[src/rtl/lam_mem_if.sv]
// Data-memory port bundle between lam_unit and the memory.
// Request fields are held by the master until mem_ack.
interface lam_mem_if;
  logic        mem_req;
  logic        mem_we;
  logic [31:0] mem_addr;
  logic [31:0] mem_wdata;
  logic [3:0]  mem_be;
  logic        mem_ack;
  logic [31:0] mem_rdata;

  modport master (
    output mem_req, mem_we, mem_addr,
    output mem_wdata, mem_be,
    input  mem_ack, mem_rdata
  );

  modport slave (
    input  mem_req, mem_we, mem_addr,
    input  mem_wdata, mem_be,
    output mem_ack, mem_rdata
  );
endinterface

[src/rtl/lam_unit.sv]
// Load/store access unit: one data-memory transaction per
// instruction, load results returned to the register file.
module lam_unit #(
  parameter int TIMEOUT_CYCLES = 16
) (
  input  logic        clk,
  input  logic        rst_n,
  input  logic        lam_new,
  input  logic [8:0]  lam_control,
  input  logic [31:0] addr,
  input  logic [31:0] store_data,
  output logic        busy,
  lam_mem_if.master   mem,
  output logic        wb_en,
  output logic [4:0]  wb_sel,
  output logic [31:0] wb_data,
  output logic        done,
  output logic        exc,
  output logic [1:0]  exc_cause
);

  typedef enum logic [1:0] {
    IDLE, REQ, RESP
  } state_t;

  localparam logic        TO_EN = (TIMEOUT_CYCLES != 0);
  localparam logic [31:0] LIMIT = 32'(TIMEOUT_CYCLES - 1);

  state_t      state_q, state_d;
  logic [8:0]  ctl_q, ctl_d;
  logic [31:0] addr_q, addr_d;
  logic [31:0] wdata_q, wdata_d;
  logic [3:0]  be_q, be_d;
  logic [31:0] cnt_q, cnt_d;
  logic        done_q, done_d;
  logic        exc_q, exc_d;
  logic [1:0]  cause_q, cause_d;
  logic        wb_en_q, wb_en_d;
  logic [4:0]  wb_sel_q, wb_sel_d;
  logic [31:0] wb_data_q, wb_data_d;

  logic [2:0]  f3_in;
  logic        st_in, legal, misal;
  logic [3:0]  be_in;
  logic [31:0] wd_in;
  logic [31:0] sh;
  logic [31:0] ld_val;
  logic        sgn, req;

  assign f3_in = lam_control[7:5];
  assign st_in = lam_control[8];

  assign legal = st_in
    ? (!f3_in[2] && f3_in[1:0] != 2'b11)
    : (f3_in[1:0] != 2'b11 && !(f3_in[2] && f3_in[1]));

  assign misal =
    (f3_in[1:0] == 2'b01 && addr[0]) ||
    (f3_in[1:0] == 2'b10 && addr[1:0] != 2'b00);

  always_comb begin
    be_in = 4'b1111;
    wd_in = store_data;
    unique case (1'b1)
      (f3_in[1:0] == 2'b00): begin
        be_in = 4'b0001 << addr[1:0];
        wd_in = {4{store_data[7:0]}};
      end
      (f3_in[1:0] == 2'b01): begin
        be_in = addr[1] ? 4'b1100 : 4'b0011;
        wd_in = {2{store_data[15:0]}};
      end
      default: ;
    endcase
  end

  // Halves are aligned, so the byte shift also lands them at [15:0].
  assign sh  = mem.mem_rdata >> {addr_q[1:0], 3'b000};
  assign sgn = !ctl_q[7];

  always_comb begin
    ld_val = mem.mem_rdata;
    unique case (1'b1)
      (ctl_q[6:5] == 2'b00):
        ld_val = {{24{sgn & sh[7]}}, sh[7:0]};
      (ctl_q[6:5] == 2'b01):
        ld_val = {{16{sgn & sh[15]}}, sh[15:0]};
      default: ;
    endcase
  end

  always_comb begin
    state_d   = state_q;
    ctl_d     = ctl_q;
    addr_d    = addr_q;
    wdata_d   = wdata_q;
    be_d      = be_q;
    cnt_d     = cnt_q;
    done_d    = 1'b0;
    exc_d     = 1'b0;
    cause_d   = cause_q;
    wb_en_d   = 1'b0;
    wb_sel_d  = wb_sel_q;
    wb_data_d = wb_data_q;
    unique case (state_q)
      IDLE: begin
        cnt_d = '0;
        if (lam_new) begin
          ctl_d   = lam_control;
          addr_d  = addr;
          wdata_d = wd_in;
          be_d    = be_in;
          if (!legal) begin
            exc_d   = 1'b1;
            cause_d = 2'b10;
          end else if (misal) begin
            exc_d   = 1'b1;
            cause_d = 2'b01;
          end else begin
            state_d = REQ;
          end
        end
      end
      REQ: begin
        if (mem.mem_ack) begin
          done_d = 1'b1;
          if (ctl_q[8]) begin
            state_d = IDLE;
          end else begin
            state_d   = RESP;
            wb_en_d   = (ctl_q[4:0] != 5'd0);
            wb_sel_d  = ctl_q[4:0];
            wb_data_d = ld_val;
          end
        end else if (TO_EN && cnt_q == LIMIT) begin
          state_d = IDLE;
          exc_d   = 1'b1;
          cause_d = 2'b11;
        end else begin
          cnt_d = cnt_q + 32'd1;
        end
      end
      RESP:    state_d = IDLE;
      default: state_d = IDLE;
    endcase
  end

  always_ff @(posedge clk or negedge rst_n) begin
    if (!rst_n) begin
      state_q   <= IDLE;
      ctl_q     <= '0;
      addr_q    <= '0;
      wdata_q   <= '0;
      be_q      <= '0;
      cnt_q     <= '0;
      done_q    <= 1'b0;
      exc_q     <= 1'b0;
      cause_q   <= '0;
      wb_en_q   <= 1'b0;
      wb_sel_q  <= '0;
      wb_data_q <= '0;
    end else begin
      state_q   <= state_d;
      ctl_q     <= ctl_d;
      addr_q    <= addr_d;
      wdata_q   <= wdata_d;
      be_q      <= be_d;
      cnt_q     <= cnt_d;
      done_q    <= done_d;
      exc_q     <= exc_d;
      cause_q   <= cause_d;
      wb_en_q   <= wb_en_d;
      wb_sel_q  <= wb_sel_d;
      wb_data_q <= wb_data_d;
    end
  end

  assign req           = (state_q == REQ);
  assign busy          = (state_q != IDLE);
  assign mem.mem_req   = req;
  assign mem.mem_we    = req & ctl_q[8];
  assign mem.mem_addr  = req ? {addr_q[31:2], 2'b00} : 32'd0;
  assign mem.mem_be    = req ? be_q : 4'd0;
  assign mem.mem_wdata = req ? wdata_q : 32'd0;
  assign done          = done_q;
  assign exc           = exc_q;
  assign exc_cause     = cause_q;
  assign wb_en         = wb_en_q;
  assign wb_sel        = wb_sel_q;
  assign wb_data       = wb_data_q;

endmodule

[src/flat_wrapper.sv]
// flat-port wrapper written by rule: the top's interface ports become plain ports
module lam_unit_flat 
#(
  parameter int TIMEOUT_CYCLES = 16
)
  (clk, rst_n, lam_new, lam_control, addr, store_data, busy, wb_en, wb_sel, wb_data, done, exc, exc_cause, mem_mem_req, mem_mem_we, mem_mem_addr, mem_mem_wdata, mem_mem_be, mem_mem_ack, mem_mem_rdata);
  lam_mem_if mem_i ();
  input  logic clk;
  input  logic rst_n;
  input  logic lam_new;
  input  logic [8:0] lam_control;
  input  logic [31:0] addr;
  input  logic [31:0] store_data;
  output logic busy;
  output logic wb_en;
  output logic [4:0] wb_sel;
  output logic [31:0] wb_data;
  output logic done;
  output logic exc;
  output logic [1:0] exc_cause;
  output wire logic [$bits(mem_i.mem_req)-1:0] mem_mem_req;
  output wire logic [$bits(mem_i.mem_we)-1:0] mem_mem_we;
  output wire logic [$bits(mem_i.mem_addr)-1:0] mem_mem_addr;
  output wire logic [$bits(mem_i.mem_wdata)-1:0] mem_mem_wdata;
  output wire logic [$bits(mem_i.mem_be)-1:0] mem_mem_be;
  input wire logic [$bits(mem_i.mem_ack)-1:0] mem_mem_ack;
  input wire logic [$bits(mem_i.mem_rdata)-1:0] mem_mem_rdata;
  assign mem_mem_req = mem_i.mem_req;
  assign mem_mem_we = mem_i.mem_we;
  assign mem_mem_addr = mem_i.mem_addr;
  assign mem_mem_wdata = mem_i.mem_wdata;
  assign mem_mem_be = mem_i.mem_be;
  assign mem_i.mem_ack = mem_mem_ack;
  assign mem_i.mem_rdata = mem_mem_rdata;
  lam_unit #(.TIMEOUT_CYCLES(TIMEOUT_CYCLES)) u_core (.clk(clk), .rst_n(rst_n), .lam_new(lam_new), .lam_control(lam_control), .addr(addr), .store_data(store_data), .busy(busy), .mem(mem_i), .wb_en(wb_en), .wb_sel(wb_sel), .wb_data(wb_data), .done(done), .exc(exc), .exc_cause(exc_cause));
endmodule
[config.mk]
export PLATFORM = sky130hd
export DESIGN_NAME = lam_unit_flat
export DESIGN_NICKNAME = d
export VERILOG_FILES = /design/src/rtl/lam_mem_if.sv /design/src/rtl/lam_unit.sv /design/src/flat_wrapper.sv
export SDC_FILE = /design/constraint.sdc
export NUM_CORES = 1
export LEC_CHECK = 0
export ABC_CLOCK_PERIOD_IN_PS = 2210
export CAP_MARGIN = 20
export CORE_ASPECT_RATIO = 1.2
export CORE_MARGIN = 8
export CORE_UTILIZATION = 44
export CTS_CLUSTER_DIAMETER = 60
export CTS_CLUSTER_SIZE = 20
export DETAILED_ROUTE_END_ITERATION = 16
export GPL_TIMING_DRIVEN = 0
export HOLD_SLACK_MARGIN = 0.15
export PLACE_DENSITY = 0.86
export SLEW_MARGIN = 40
export SYNTH_ARGS = -nofsm -noshare
export SYNTH_HDL_FRONTEND = slang
export SYNTH_SLANG_ARGS = --single-unit
[constraint.sdc]
create_clock -name clk -period 2.21 [get_ports clk]
set_clock_uncertainty 0.2 [all_clocks]
set_input_delay 0.221 -clock clk [delete_from_list [all_inputs] [get_ports clk]]
set_output_delay 0.221 -clock clk [all_outputs]
set_load 0.01 [all_outputs]
==> summary.txt <==
Status
  – Status: finished, violations left
  – Failing checks: negative setup slack

Placement
  – Detail Placement HPWL: 19900 um
  – Port bufs: 217
  – GP Congestion: 0.912

Timing
  – Slew Limit Fails: 0
  – Worst relative slew slack: 53.6%
  – Max frequency: between 0.4 and 0.5 GHz
  – Least-Margin Pin Slew: 0.696 ns
  – Unrepaired setup endpoints after global routing: true
  – Final period utilization: 107%
  – Minimum clock period: 2.36 ns
  – Final Hold Viols: 0
  – Min setup slack post-route: -0.145 ns
  – Total Negative Setup Slacks: -1.29 ns
  – Final setup vio count: 28

Finish
  – Layout cell share with drive strength beyond 1: between 10% and 20%
  – P&R area growth vs syn: 50.9%
  – Fillers: 1378
  – Final #Nets: 1324

Power and ir drop
  – Total power: 9.93 mW
  – Internal Power: 6.72 mW
  – Clk pwr share: 30.7%
  – Pwr dens: ~840 mW/mm^2
  – Pleak: 5.48 nW
  – Switching part of the total: about 32%
  – Comb pwr share: 31.2%
  – Net switching power: 3.22 mW
  – Max rail drop VDD: 0.628 mV
  – Register share of total power: 38.1%

Floorplanning
  – Initial Util: between 40% and 50%
  – Die ar.: about 0.022 mm^2
  – I/O pins: roughly 220
  – Die height: 162 um
  – Core area: approximately 0.018 mm^2
  – Num rows: 53
  – Die Wd: 138 um

CTS
  – H-tree depth: 4
  – Clock Sinks: 153
  – TritonCTS Buffers: 17
  – Clock Path Buffers: 2
  – Clock-pin slew on the worst setup and hold paths: 0.06 ns
  – Clk root buf: clkbuf_16
  – CTS tree: yes
  – Clk Latency, worst-skew pair: 0.43 ns

Worst hold path
  – Worst Hold End: u_core.addr_q[29]$_DFFE_PN0P_
  – WHS Path Cells: 3
  – Worst hold path class: input port to flip-flop
  – Hold wc startpoint: addr[29]

Detailed routing
  – Routed wire length: between 20000 and 30000 um
  – DRC: 0
  – Via count: ~8200
  – Avg WL per Cell: approximately 20 um
  – Initial DRC count: 709
  – TritonRoute pass-1 iters: 5
  – Antenna-violating nets left: 0
  – Vias per inst: 5.70

Synth
  – Number of synthesized register bits: roughly 150
  – Synth Cell Area: 0.00785 mm^2
  – Top-count cell post-synth: nand2_1
  – Post-synth top cells: nand2_1, dfrtp_1, and2_1, o21ai_0, clkbuf_1
  – Mapped Cells: a little over 900
  – Area contributors post-synth: dfrtp_1, nand2_1, and2_1
  – Register area share after synthesis: about half
  – Synth async-reset ratio: 100%
  – Share of the synthesized area in the top cell type: 48.8%
  – Post-synth EDFFs: 0
  – Mapped Avg Cell Area: 8.55 um^2
  – Main synth FF type: dfrtp_1
  – Number of distinct library cells after synthesis: about 50
  – Synth area leader: dfrtp_1
  – Synth warn: 0

GRT
  – Largest net degree at the start of global routing: 64
  – GRT overflow: 0
  – Vias in the first global route: 8088
  – Initial antenna violation count: 1
  – First-pass GRT wire length: 43800 um
  – Total Routing Usage GR: 24.8%

Worst setup path
  – Critical path type: flip-flop to flip-flop
  – CP arrival: 2.42 ns
  – Crit path max-delay family: compound AO/OA/AOI/OAI gates
  – Reg-to-reg startpoint: u_core.cnt_q[22]$_DFFE_PN0P_
  – R2R Setup Slk: -0.15 ns
  – Buf+Inv Stages, Crit Path: 2
  – Reg2reg path depth: 7
  – Setup crit start kind: flip-flop
  – WP data required: between 2 and 2.5 ns
  – Critical path endpoint category: flip-flop
  – RR Endpoint: u_core.cnt_q[16]$_DFFE_PN0P_
  – Crit-path cells: nor4_1 -> nand3_2 -> o31a_1 -> buf_6 -> buf_12 -> a41oi_2 -> a31oi_1
  – Worst-path fanout max: 8
  – Max incr delay on CP: roughly 0.45 ns
  – Crit path max-delay cell type: dfrtp_1

Flow run
  – Max_cap viols: 0
## per-layer routing
metal  track usage [%]  wire length (um)  vias up
met5                 0                 0        -
met4              11.6              1210        0
met3              5.90              2190       87
met2              40.4             14500      424
met1              30.3             11200     3967
li1                  -                 -     3771
## power groups by stage
stage	Combinational [mW]	Clock (mW)	Sequential, mW
final	3.10	3.05	3.79
after global routing	3.36	3.19	3.86
after CTS	3.05	3.07	3.78
after detailed placement	2.97	0	3.82
after global placement	2.90	0	3.80
after floorplan	1.21	0	3.91
## through the flow
| stage | cells | hold slack [ns] | util (%) | setup slack [ns] | cell area, um^2 |
|---|---|---|---|---|---|
| floorplan | 919 | -0.275 | - | -0.0359 | 7890 |
| global placement | 1356 | 0.249 | 59.0 | -5.57 | 10300 |
| detailed placement | 1358 | -0.0862 | 59.4 | -0.726 | 10400 |
| CTS | 1434 | 0.155 | 66.1 | -0.0386 | 11600 |
| global route | 1448 | 0.192 | 67.7 | -0.197 | 11800 |
| finish | 1448 | 0.179 | 67.7 | -0.145 | 11800 |
## final cells by class
cell class	instances	area [um^2]	share of cell area [%]
plain buffers	61	378	3.19
multi-input cells	688	3950	33.3
inverters	8	37.5	0.317
clock buffers	19	453	3.82
clock inverters	13	158	1.33
well taps	220	275	2.32
diodes	1	2.50	0.0211
repair buffers	285	2750	23.2
flip-flops and latches	153	3840	32.5
## flip-flops by register name (all words and copies together) (netlist names)
| signal | count |
|---|---|
| u_core.wb_sel | 5 |
| u_core.state_q | 2 |
| u_core.wb_en | 1 |
| u_core.cnt_q | 32 |
| u_core.wdata_q | 32 |
| u_core.ctl_q | 9 |
| u_core.be_q | 4 |
| u_core.wb_data | 32 |
| u_core.done | 1 |
| u_core.exc | 1 |
| u_core.addr_q | 32 |
| u_core.exc_cause | 2 |
## cell usage in the layout (no fill, tap or decap), drive strengths merged, types with 14 or more instances in the layout
master	Yosys	final
clkdlybuf4s50	0	147
and2	70	70
dlygate4sd3	0	33
nand2	239	239
nand3	47	47
buf	17	61
nand4	18	18
clkdlybuf4s15	0	14
clkbuf	53	77
nor4	21	21
inv	8	14
o21ai	56	56
dfrtp	153	153
a21oi	37	37
a31oi	21	21
nor2	48	48
mux2i	43	43
dlygate4sd2	0	33
## worst min-delay path: stages
cell and delay (ns):
clkdlybuf4s50_1 0.44, nand2_1 0.07, nand2_1 0.04
## logic make-up (layout without fill, tap and decap cells)
family | after synthesis | in the layout | synth area share, %
AOI/OAI and AO/OA | 160 | 160 | 12.4
adders and majority gates | 1 | 1 | 0.159
buffers and inverters | 78 | 386 | 4.07
DFF | 153 | 153 | 48.8
muxes | 44 | 44 | 5.77
other | 1 | 3 | 0.0478
and+or+nand+nor | 481 | 481 | 28.8
## what timing repair did
| action | CTS | global route |
|---|---|---|
| buffers inserted | 17 | 12 |
| endpoints found under the hold margin | 185 | 0 |
| cloned | 0 | 3 |
| endpoints found under the setup margin | 193 | 140 |
| resized for setup | 167 | 102 |
| pin swaps | 13 | 18 |
| hold buffers | 34 | 0 |
## worst max-delay path by stage
stage                                  startpoint                             end  slack, ns  depth (start not counted)
floorplan             u_core.cnt_q[1]$_DFFE_PN0P_    u_core.cnt_q[30]$_DFFE_PN0P_      -0.04                          7
global placement                            rst_n  u_core.wb_data[21]$_DFFE_PN0P_      -5.57                          1
detailed placement  u_core.state_q[1]$_DFFE_PN0P_                mem_mem_addr[21]      -0.73                          6
CTS                 u_core.state_q[1]$_DFFE_PN0P_                mem_mem_addr[19]      -0.04                          6
global route         u_core.cnt_q[22]$_DFFE_PN0P_    u_core.cnt_q[16]$_DFFE_PN0P_      -0.20                          7
finish               u_core.cnt_q[22]$_DFFE_PN0P_    u_core.cnt_q[16]$_DFFE_PN0P_      -0.15                          7
Note: power is estimated with default switching activity, not from simulation.
